[config.mk]
export PLATFORM = sky130hd
export DESIGN_NAME = cam_point_filter
export DESIGN_NICKNAME = d
export VERILOG_FILES = /design/src/rtl/cam_pkg.sv /design/src/rtl/cam_point_filter_pos_avg.sv /design/src/rtl/cam_point_filter.sv
export SDC_FILE = /design/constraint.sdc
export NUM_CORES = 1
export LEC_CHECK = 0
export BUFFER_PORTS_ARGS = -buffer_cell sky130_fd_sc_hd__buf_2
export CAP_MARGIN = 20
export CORE_AREA = 2 2 97 169
export CTS_BUF_LIST = sky130_fd_sc_hd__clkbuf_16
export DETAILED_ROUTE_END_ITERATION = 16
export DIE_AREA = 0 0 99 171
export GPL_TIMING_DRIVEN = 1
export PLACE_DENSITY = 0.73
export SLEW_MARGIN = 25
export SYNTH_ARGS = -nofsm -noshare
export SYNTH_HDL_FRONTEND = slang
export SYNTH_HIERARCHICAL = 1
export SYNTH_SLANG_ARGS = --single-unit
[constraint.sdc]
create_clock -name clk -period 3.41 [get_ports clk]
set_input_delay 1.023 -clock clk [delete_from_list [all_inputs] [get_ports clk]]
set_output_delay 1.023 -clock clk [all_outputs]
set_load 0.05 [all_outputs]
[src/rtl/cam_pkg.sv]
// Shared constants for the camera point filter: camera and screen geometry,
// the no-blob marker and the camera-to-screen scale factor (5/8).
package cam_pkg;

  localparam int          CAM_W       = 1024;
  localparam int          CAM_H       = 768;
  localparam logic [9:0]  CAM_NO_BLOB = 10'h3FF;

  localparam int          SCREEN_W    = 640;
  localparam int          SCREEN_H    = 480;

  localparam int          SCALE_NUM   = 5;
  localparam int          SCALE_SHIFT = 3;

endpackage

[src/rtl/cam_point_filter_pos_avg.sv]
// Single-axis boxcar average: history shift register plus running sum.
// Preload fills the whole window with one sample so a new stroke starts clean.
module pos_avg #(
  parameter int AVG_LOG2 = 2
) (
  input  logic                  clk,
  input  logic                  reset,
  input  logic                  en_i,
  input  logic                  preload_i,
  input  logic [9:0]            sample_i,
  output logic [9+AVG_LOG2:0]   sum_o
);

  localparam int DEPTH = 1 << AVG_LOG2;
  localparam int SUM_W = 10 + AVG_LOG2;

  logic [9:0]       hist_q [DEPTH];
  logic [9:0]       hist_d [DEPTH];
  logic [SUM_W-1:0] sum_q;
  logic [SUM_W-1:0] sum_d;

  always_comb begin
    hist_d = hist_q;
    sum_d  = sum_q;
    if (en_i) begin
      if (preload_i) begin
        for (int i = 0; i < DEPTH; i++) hist_d[i] = sample_i;
        sum_d = SUM_W'(sample_i) << AVG_LOG2;
      end else begin
        hist_d[0] = sample_i;
        for (int i = 1; i < DEPTH; i++) hist_d[i] = hist_q[i-1];
        // sum always contains the oldest entry, so the subtraction cannot wrap
        sum_d = sum_q + SUM_W'(sample_i) - SUM_W'(hist_q[DEPTH-1]);
      end
    end
  end

  always_ff @(posedge clk) begin
    if (reset) begin
      for (int i = 0; i < DEPTH; i++) hist_q[i] <= '0;
      sum_q <= '0;
    end else begin
      hist_q <= hist_d;
      sum_q  <= sum_d;
    end
  end

  assign sum_o = sum_q;

endmodule

[src/rtl/cam_point_filter.sv]
// IR-blob point filter: validates camera samples, tracks pen up/down, boxcar
// smooths, scales to 640x480 and emits draw requests. Build option: CAM_MIRROR_X_EN.
module cam_point_filter
  import cam_pkg::*;
#(
  parameter int AVG_LOG2     = 2,
  parameter int LIFT_SAMPLES = 4
) (
  input  logic                          clk,
  input  logic                          reset,
  input  logic [$clog2(CAM_W)-1:0]      cam_x,
  input  logic [$clog2(CAM_W)-1:0]      cam_y,
  input  logic                          sample_stb,
  output logic                          draw_valid,
  input  logic                          draw_ready,
  output logic [$clog2(SCREEN_W)-1:0]   draw_x,
  output logic [$clog2(SCREEN_H)-1:0]   draw_y,
  output logic                          pen_down,
  output logic [7:0]                    drop_count
);

  localparam int         SUM_W     = 10 + AVG_LOG2;
  localparam int         SCALE_SHL = $clog2(SCALE_NUM) - 1;
  localparam logic [9:0] CAM_Y_MAX = 10'(CAM_H - 1);
  localparam logic [3:0] LIFT_N    = 4'(LIFT_SAMPLES);

  // avg * 5 / 8 as shift-and-add; 1023*5 fits in 13 bits
  function automatic logic [9:0] scale_5_8(input logic [9:0] avg);
    logic [12:0] prod;
    prod = (13'(avg) << SCALE_SHL) + 13'(avg);
    return 10'(prod >> SCALE_SHIFT);
  endfunction

  function automatic logic [7:0] sat_inc8(input logic [7:0] v);
    return (v == 8'hFF) ? v : v + 8'd1;
  endfunction

  // ---- stage 1: capture and validate ----
  logic [9:0] cam_x_p1_q, cam_y_p1_q;
  logic       vld_p1_q, ok_p1_q;

  always_ff @(posedge clk) begin
    if (reset) begin
      vld_p1_q <= 1'b0;
    end else begin
      vld_p1_q <= sample_stb;
    end
    cam_x_p1_q <= cam_x;
    cam_y_p1_q <= cam_y;
    ok_p1_q    <= (cam_x != CAM_NO_BLOB) && (cam_y != CAM_NO_BLOB) && (cam_y <= CAM_Y_MAX);
  end

  // ---- stage 2: pen tracking and boxcar ----
  logic       accept_p1;
  logic       pen_q, pen_d;
  logic [3:0] miss_q, miss_d;
  logic       vld_p2_q;
  logic [SUM_W-1:0] sum_x_p2, sum_y_p2;

  assign accept_p1 = vld_p1_q && ok_p1_q;

  always_comb begin
    pen_d  = pen_q;
    miss_d = miss_q;
    if (vld_p1_q) begin
      if (ok_p1_q) begin
        miss_d = '0;
        pen_d  = 1'b1;
      end else if (miss_q < LIFT_N) begin
        miss_d = miss_q + 4'd1;
        if (miss_d == LIFT_N) pen_d = 1'b0;
      end
    end
  end

  always_ff @(posedge clk) begin
    if (reset) begin
      pen_q    <= 1'b0;
      miss_q   <= '0;
      vld_p2_q <= 1'b0;
    end else begin
      pen_q    <= pen_d;
      miss_q   <= miss_d;
      vld_p2_q <= accept_p1;
    end
  end

  pos_avg #(.AVG_LOG2(AVG_LOG2)) u_avg_x (
    .clk       (clk),
    .reset     (reset),
    .en_i      (accept_p1),
    .preload_i (!pen_q),
    .sample_i  (cam_x_p1_q),
    .sum_o     (sum_x_p2)
  );

  pos_avg #(.AVG_LOG2(AVG_LOG2)) u_avg_y (
    .clk       (clk),
    .reset     (reset),
    .en_i      (accept_p1),
    .preload_i (!pen_q),
    .sample_i  (cam_y_p1_q),
    .sum_o     (sum_y_p2)
  );

  // ---- stage 3: scale into screen space ----
  logic [9:0] scaled_x_p2, scaled_y_p2;
  logic [9:0] res_x_p2;
  logic [8:0] res_y_p2;

  assign scaled_x_p2 = scale_5_8(10'(sum_x_p2 >> AVG_LOG2));
  assign scaled_y_p2 = scale_5_8(10'(sum_y_p2 >> AVG_LOG2));
`ifdef CAM_MIRROR_X_EN
  assign res_x_p2 = 10'(SCREEN_W - 1) - scaled_x_p2;
`else
  assign res_x_p2 = scaled_x_p2;
`endif
  assign res_y_p2 = 9'(scaled_y_p2);

  // ---- output register and handshake ----
  logic       draw_valid_q, draw_valid_d;
  logic [9:0] draw_x_q, draw_x_d;
  logic [8:0] draw_y_q, draw_y_d;
  logic [7:0] drop_q, drop_d;

  always_comb begin
    draw_valid_d = draw_valid_q;
    draw_x_d     = draw_x_q;
    draw_y_d     = draw_y_q;
    drop_d       = drop_q;
    if (vld_p2_q) begin
      draw_valid_d = 1'b1;
      draw_x_d     = res_x_p2;
      draw_y_d     = res_y_p2;
      // latest wins; only an un-accepted overwrite counts as a drop
      if (draw_valid_q && !draw_ready) drop_d = sat_inc8(drop_q);
    end else if (draw_valid_q && draw_ready) begin
      draw_valid_d = 1'b0;
    end
  end

  always_ff @(posedge clk) begin
    if (reset) begin
      draw_valid_q <= 1'b0;
      draw_x_q     <= '0;
      draw_y_q     <= '0;
      drop_q       <= '0;
    end else begin
      draw_valid_q <= draw_valid_d;
      draw_x_q     <= draw_x_d;
      draw_y_q     <= draw_y_d;
      drop_q       <= drop_d;
    end
  end

  assign draw_valid = draw_valid_q;
  assign draw_x     = draw_x_q;
  assign draw_y     = draw_y_q;
  assign pen_down   = pen_q;
  assign drop_count = drop_q;

endmodule

### Yosys cells after proc, flatten, opt, wreduce, memory -nomap -nowiden

Cells that the tools add are included.

* flip-flop bits (word level): 160
* input bits: 24
* output and inout bits: 29
* word-level logic and storage cells: 59

* $add $sub $neg: 8
* equal/unequal tests: 4
* bitwise gates (word level): 1
* multiplexer cells: 11
* magnitude comparators: 2
* reduce and logical (&&, ||, !) cells: 12

Operators by type and width (number)
* 30-bit two-way mux: 2
* 12-bit by 10-bit adder with 12-bit output: 3
* 12-bit two-way mux: 2
* 12-bit by 10-bit subtractor with 12-bit output: 2
* 10-bit != test, second input constant: 2
* 12-bit by 10-bit adder with 13-bit output: 1
* 10-bit <= comparator, second input constant: 1
* 8-bit by 1-bit adder with 8-bit output, second input constant: 1
* 8-bit == test, second input constant: 1
* 4-bit two-way mux: 2
* 3-bit AND reduction: 2
* 2-bit nonzero test: 3
* 1-bit logical AND: 5
* 1-bit two-way mux: 5
* 4-bit by 1-bit adder with 4-bit output, second input constant: 1
* 4-bit by 3-bit == test with 1-bit output, second input constant: 1
* 4-bit by 3-bit < comparator with 1-bit output, second input constant: 1
* 2-bit AND reduction: 1
* 1-bit logical NOT: 1
* 1-bit NOT: 1

### Longest topological paths before layout

Gate-level depths: netlist (run 1).

* word-level depth: 5
* gate-level depth with buffers: 11
* mapped depth without buffers: 11

### Cells and area by module

Netlist (run 1), hierarchy kept.

By module, submodules not included
* pos_avg: cells each 357, area an instance 2999.1 µm², times used 2, sequential area each 1041.0 µm²
* cam_point_filter: cells each 281, area an instance 2605.0 µm², times used 1, sequential area each 1121.1 µm²

### Least setup slack after synthesis (run 1)

No wires, ideal clock.

* path kind: register -> register
* start: register cam_x_p1_q[1]
* end: register u_avg_x.sum_q[6], in the netlist u_avg_x/sum_o[6]
* arrival time: 2.418 ns
* setup time: 0.091 ns
* buffers on the path: 0
* data required time: 3.319 ns
* period minus slack after synthesis: 2.509 ns
* stages on the path, launching flop included: 9
* setup slack: 0.901 ns
* path through: dfxtp_1 -> inv_1 -> fa_1 -> fa_1 -> nand2b_1 -> a211oi_2 -> nor3_1 -> or3b_1 -> a311oi_1

* longest elaborated chain between the ends: 3

Ends and longest elaborated chain
* start: declaration: line cam_point_filter.sv:39 `logic [9:0] cam_x_p1_q, cam_y_p1_q;`
* start signal: assignment: line cam_point_filter.sv:48 `cam_x_p1_q <= cam_x;`
* 12-bit by 10-bit adder with 12-bit output: line cam_point_filter_pos_avg.sv:33 `sum_d = sum_q + SUM_W'(sample_i) - SUM_W'(hist_q[DEPTH-1]);`
* 12-bit by 10-bit subtractor with 12-bit output: line cam_point_filter_pos_avg.sv:33
* 12-bit two-way mux: line cam_point_filter_pos_avg.sv:26 `if (preload_i) begin`
* end signal: assignment: line cam_point_filter_pos_avg.sv:44 `sum_q <= sum_d;`
* end: declaration: line cam_point_filter_pos_avg.sv:19 `logic [SUM_W-1:0] sum_q;`

Every way passes these cells.
A chain may end at the register's enable or synchronous reset.

### Worst setup path after layout (run 1)

* start: register cam_y_p1_q[1]
* end: register u_avg_y.sum_q[6], in the netlist u_avg_y/sum_o[6]

* longest elaborated chain between the ends: 3

Ends and longest elaborated chain
* start: declaration: line cam_point_filter.sv:39
* start signal: assignment: line cam_point_filter.sv:49 `cam_y_p1_q <= cam_y;`
* 12-bit by 10-bit adder with 12-bit output: line cam_point_filter_pos_avg.sv:33
* 12-bit by 10-bit subtractor with 12-bit output: line cam_point_filter_pos_avg.sv:33
* 12-bit two-way mux: line cam_point_filter_pos_avg.sv:26
* end signal: assignment: line cam_point_filter_pos_avg.sv:44
* end: declaration: line cam_point_filter_pos_avg.sv:19

Every way passes these cells.

==> flow_metrics.env, run 1 <==
export IMPL_status="completed"
export IMPL_fp_coreArea_mm2=0.0156
export IMPL_nets=1116
export IMPL_syn_nets=1082
export IMPL_ant_nets=0
export IMPL_cp_required_ns=3.75
export IMPL_cp_cell_sequence="inv_1, fa_1, fa_1, nand2b_1, a211oi_2, nor3_1, or3b_1, a311oi_1"
export IMPL_diodes=0
export IMPL_path_class="flip-flop to flip-flop"
export IMPL_initial_core_util_pct=55.0
export IMPL_most_common_layout_cells="160 x dfxtp_1, 142 x nor2_1, 100 x inv_1"
export IMPL_gp_congestion=0.899
export IMPL_grt_usage_pct=22.4
export IMPL_cts_hold_buf=0
export IMPL_fmaxAchievable_ghz=0.370
export IMPL_port_buffers=52
export IMPL_maxSlewHeadroom_pct=39.8
export IMPL_num_io_pins=53
export IMPL_synthFlopType="dfxtp_1"
export IMPL_die_h_um=171
export IMPL_rsz0062_at_grt="no"
export IMPL_fin_util_pct=61.3
export IMPL_clkSlewWorstSetupHoldPaths_ns=0.07
export IMPL_critical_path_buf_inv_count=1
export IMPL_synth_cell_types=55
export IMPL_layout_min_cycle_time_ns=2.70
export IMPL_cts_max_path_buffers=2
export IMPL_crit_arrival_ns=3.05
export IMPL_vias=6960
export IMPL_syn_area_mm2=0.00860
export IMPL_path_max_fanout=6
export IMPL_fin_skew_ns=0.0113
export IMPL_drt_total_wl_um=18400
export IMPL_cts_buffers=17
export IMPL_viasPerCell=5.65
export IMPL_slowest_stage="fa_1"
export IMPL_maxCapViolCount=0
export IMPL_h_tree_depth=4
export IMPL_synthArstFlopShare_pct=0
export IMPL_cts_root_buf="clkbuf_16"
export IMPL_grt_overflow_total=0
export IMPL_dp_hpwl_um=13000
export IMPL_setup_worst_path_start_class="flip-flop"
export IMPL_cp_end_kind="flip-flop"
export IMPL_cts_tree="done"
export IMPL_synth_cells=995
export IMPL_final_common_cell="dfxtp_1"
export IMPL_drtIter0Drc=256
export IMPL_seq_area_frac_synth_pct=37.2
export IMPL_yosysWarnings=6
export IMPL_grt_pass1_wl_um=30900
export IMPL_power_density_mw_per_mm2=514
export IMPL_drc=0
export IMPL_cp_top_family="adder cells"
export IMPL_slowest_delay_ns=0.53
export IMPL_hp_class="flip-flop to flip-flop"
export IMPL_synth_edff_count=0
export IMPL_drt_pass1_iter_count=5
export IMPL_antenna_found_initial=0
export IMPL_peakVddDrop_mv=0.326
export IMPL_hold_violations=0
export IMPL_p_leak_uw=0.00415
export IMPL_grt_pass1_vias=6723
export IMPL_worst_skew_pair_late_latency_ns=0.44
export IMPL_rows=61
export IMPL_critPathMostFrequentCell="fa_1"
export IMPL_avgSynthCellArea_um2=8.65
export IMPL_ys_seq_elements=160
export IMPL_post_cts_setup_buffer_count=0
export IMPL_worst_pin_slew_ns=0.901
export IMPL_die_x_um=99
export IMPL_setup_viol=0
export IMPL_final_setup_tns_ns=0
export IMPL_dieArea_mm2=0.0169
export IMPL_drv_slew=0
export IMPL_cts_resized=0
export IMPL_cts_sinks=160
export IMPL_syn2layout_area_growth_pct=11.6
export IMPL_grt_max_degree=76
export IMPL_routedWlPerCell_um=14.9
export IMPL_drive_gt1_share_pct=10.8
export IMPL_period_share_pct=79.3
[path summary, 6_finish.rpt]
kind	startpoint	end	cells past startpoint	slack (ns)
max	cam_y_p1_q[1]	u_avg_y/sum_o[6]	8	0.71
min	u_avg_x/sum_o[0]	u_avg_x/sum_o[0]	2	0.47
max reg2reg	cam_y_p1_q[1]	u_avg_y/sum_o[6]	8	0.71
min reg2reg	u_avg_x/sum_o[0]	u_avg_x/sum_o[0]	2	0.47
[layout make-up]
cell class / instances / area (um2)
Multi-Input combinational cell: 682 / 4800
Tap cell: 189 / 236
Timing Repair Buffer: 64 / 365
Sequential cell: 160 / 3200
Inverter: 104 / 395
Clock buffer: 17 / 425
Fill cell: 1352 / 6050
Clock inverter: 15 / 169
[synthesized netlist by cell type, types with 7 or more instances]
library cell | n | area [um2]
fa_1 | 22 | 440
nor2_1 | 142 | 533
xnor2_1 | 17 | 149
inv_1 | 102 | 383
mux2i_1 | 70 | 701
nor3_1 | 20 | 100
o21ai_0 | 20 | 100
nor3b_1 | 7 | 52.6
nand2_1 | 66 | 248
ha_1 | 41 | 513
nand4_1 | 11 | 68.8
nand3_1 | 27 | 135
a21o_1 | 13 | 97.6
a21oi_1 | 46 | 230
a311oi_1 | 34 | 298
nand2b_1 | 26 | 163
buf_2 | 12 | 60.1
clkbuf_1 | 28 | 105
a211oi_1 | 46 | 345
dfxtp_1 | 160 | 3200
buf_1 | 7 | 26.3
[where the power goes]
group | switching (uW) | internal, uW
sequential | 83.5 | 1970
clock | 888 | 1050
combinational | 572 | 376
total | 1540 | 3390
[logic make-up after synthesis]
| kind of cell | Yosys count | synth area share (%) |
|---|---|---|
| buffers and inverters | 153 | 6.94 |
| AO/OA/AOI/OAI | 198 | 16.5 |
| multiplexers | 70 | 8.14 |
| XOR/XNOR | 22 | 2.24 |
| flip-flops | 160 | 37.2 |
| adder cells (fa/ha/maj) | 63 | 11.1 |
| AND/OR/NAND/NOR | 329 | 17.9 |
[sequential cells by signal (all words and copies together) (netlist names)]
register        count
u_avg_y/sum_o      12
draw_valid          1
vld_p2_q            1
draw_x             10
drop_count          8
ok_p1_q             1
u_avg_x/sum_o      12
cam_x_p1_q         10
u_avg_y/hist_q     40
vld_p1_q            1
draw_y              9
pen_down            1
miss_q              4
u_avg_x/hist_q     40
cam_y_p1_q         10
[metrics by stage]
stage	setup WS, ns	instances	instance area (um2)	power, uW	hold slack (ns)
after global placement	0.772	1199	9000	3010	0.457
after detailed placement	0.728	1199	9000	3030	0.461
final	0.705	1231	9600	4930	0.471
after global routing	0.501	1231	9600	5170	0.499
after floorplan	0.901	995	8600	2820	0.445
after CTS	0.686	1231	9600	4980	0.472
[routing by layer]
metal | global-route usage [%] | vias up | share of wire, %
met5 | 0 | - | 0
met4 | 8.58 | 0 | 2.3
met3 | 3.39 | 26 | 2.0
met2 | 43.4 | 91 | 56
met1 | 23.7 | 3313 | 40
li1 | - | 3530 | -
[tightest hold or removal path, cell delays in order (launching register included)]
cell	delay, ns
dfxtp_1	0.31
nand2b_1	0.06
a21oi_1	0.05
Power figures use the tool's default switching activity.
==> run 2: changes to the inputs <==
Clock period 3.41 ns to 2.5 ns, I/O delays scaled along.
==> flow_metrics.env, run 2 (synthesis results as in run 1) <==
export IMPL_critPathMostFrequentCell="inv_2"
export IMPL_slowest_delay_ns=0.60
export IMPL_cp_required_ns=2.83
export IMPL_most_common_layout_cells="145 x dfxtp_1, 138 x nor2_1, 90 x inv_1"
export IMPL_layout_cells_non_filler=1273
export IMPL_dp_hpwl_um=13700
export IMPL_worst_pin_slew_ns=0.540
export IMPL_cp_cell_sequence="inv_2, fa_2, inv_2, ha_4, a21o_1, nand4_1, buf_4, nand3_2, or3b_1, a311oi_1"
export IMPL_syn2layout_area_growth_pct=19.9
export IMPL_p_leak_uw=0.00441
export IMPL_clkSlewWorstSetupHoldPaths_ns=0.07
export IMPL_h_tree_depth=4
export IMPL_grt_overflow_total=0
export IMPL_drt_total_wl_um=20200
export IMPL_worst_skew_pair_late_latency_ns=0.42
export IMPL_die_h_um=171
export IMPL_viasPerCell=5.73
export IMPL_slowest_stage="fa_2"
export IMPL_routedWlPerCell_um=15.9
export IMPL_peakVddDrop_mv=0.376
export IMPL_path_max_fanout=2
export IMPL_drc=0
export IMPL_crit_arrival_ns=2.90
export IMPL_worst_slack_ns=-0.0729
export IMPL_maxCapViolCount=0
export IMPL_nets=1159
export IMPL_cts_max_path_buffers=2
export IMPL_ant_nets=0
export IMPL_hold_violations=0
export IMPL_fin_skew_ns=0.0116
export IMPL_rows=61
export IMPL_drive_gt1_share_pct=20.1
export IMPL_cp_end_kind="flip-flop"
export IMPL_cts_tree="done"
export IMPL_drv_slew=0
export IMPL_setup_viol=4
export IMPL_grt_pass1_vias=6971
export IMPL_status="complete, but fails checks"
export IMPL_layout_min_cycle_time_ns=2.57
export IMPL_period_share_pct=103
export IMPL_drt_pass1_iter_count=4
export IMPL_hp_class="primary input to flip-flop"
export IMPL_final_common_cell="dfxtp_1"
export IMPL_gp_congestion=0.876
export IMPL_place_inst=1235
export IMPL_num_io_pins=53
export IMPL_initial_core_util_pct=55.0
export IMPL_drtIter0Drc=307
export IMPL_antenna_found_initial=0
export IMPL_path_class="flip-flop to flip-flop"
export IMPL_vias=7299
export IMPL_cts_buffers=17
export IMPL_cts_root_buf="clkbuf_16"
export IMPL_grt_usage_pct=23.3
export IMPL_grt_pass1_wl_um=32100
export IMPL_rsz0062_at_grt="yes"
export IMPL_failed_checks="setup timing"
export IMPL_dieArea_mm2=0.0169
export IMPL_largest_registers="u_avg_x/hist_q: 40 flops, u_avg_y/hist_q: 40 flops"
export IMPL_port_buffers=52
export IMPL_cts_sinks=160
export IMPL_die_x_um=99
export IMPL_power_density_mw_per_mm2=706
export IMPL_diodes=0
export IMPL_grt_max_degree=72
export IMPL_maxSlewHeadroom_pct=63.8
export IMPL_p_total_uw=7280
export IMPL_setup_worst_path_start_class="flip-flop"
export IMPL_fmaxAchievable_ghz=0.389
export IMPL_cts_hold_buf=0
export IMPL_fp_coreArea_mm2=0.0156
[run 2: changes by cell type in the layout (fill, tap and decap cells not counted), moves of 6 or more]
cell / before / now
buf_4: 12 / 53
dfxtp_1: 160 / 145
dfxtp_2: 0 / 14
ha_1: 41 / 27
ha_4: 0 / 12
inv_2: 1 / 12
inv_1: 100 / 90
inv_8: 6 / 0
[run 2: area by class of cell]
cell class,instances,area (um2)
repair buffers,107,713
flip-flops and latches,160,3220
fillers,1279,5330
clock buffers,17,425
multi-input cells,682,5130
inverters,104,395
clock inverters,14,188
well taps,189,236
[run 2: critical path: cells and delay by family, from the launching register on]
family	cells	cell delay, ns
buffers and inverters	3	0.30
AO/OA/AOI/OAI	2	0.39
flip-flops	1	0.33
adder cells (fa/ha/maj)	2	0.85
AND/OR/NAND/NOR	3	0.59
[run 2: path summary, 6_finish.rpt]
path	end	from	depth (start not counted)	slack (ns)
worst max-delay path	u_avg_x/sum_o[5]	u_avg_x/sum_o[1]	10	-0.07
worst min-delay path	cam_y_p1_q[0]	cam_y[0]	1	0.42
worst max register to register	u_avg_x/sum_o[5]	u_avg_x/sum_o[1]	10	-0.07
worst min register to register	u_avg_y/sum_o[0]	u_avg_y/sum_o[0]	2	0.47
[run 2: routing by layer]
metal	part of all wire, %	GRT usage (%)	vias to the layer above
li1	-	-	3620
met4	2.6	9.35	0
met5	0	0	-
met3	2.4	3.19	42
met2	55	45.5	137
met1	39	24.4	3500
[run 2: stage by stage]
| step | setup WS (ns) | util [%] | setup TNS [ns] | cell area [um2] | hold slack [ns] |
|---|---|---|---|---|---|
| floorplan | 0.0253 | - | 0 | 8610 | 0.445 |
| global placement | -0.0267 | 59.4 | -0.0332 | 9290 | 0.457 |
| detailed placement | -0.110 | 59.4 | -0.366 | 9290 | 0.463 |
| CTS | -0.0372 | 63.6 | -0.0838 | 9960 | 0.415 |
| global route | -0.122 | 65.9 | -0.488 | 10300 | 0.415 |
| finish | -0.0729 | 65.9 | -0.139 | 10300 | 0.424 |
[run 2: what timing repair did]
item,4_1_cts,5_1_grt
hold endpoints to repair,0,0
setup endpoints to repair,10,15
setup buffers,1,6
gates cloned,0,0
resized for setup,10,67
pin swaps,9,38
[run 2: report_power, final]
part	internal (uW)	total, uW	switching, uW
combinational	771	1760	985
clock	1670	2740	1080
sequential	2690	2780	92.2
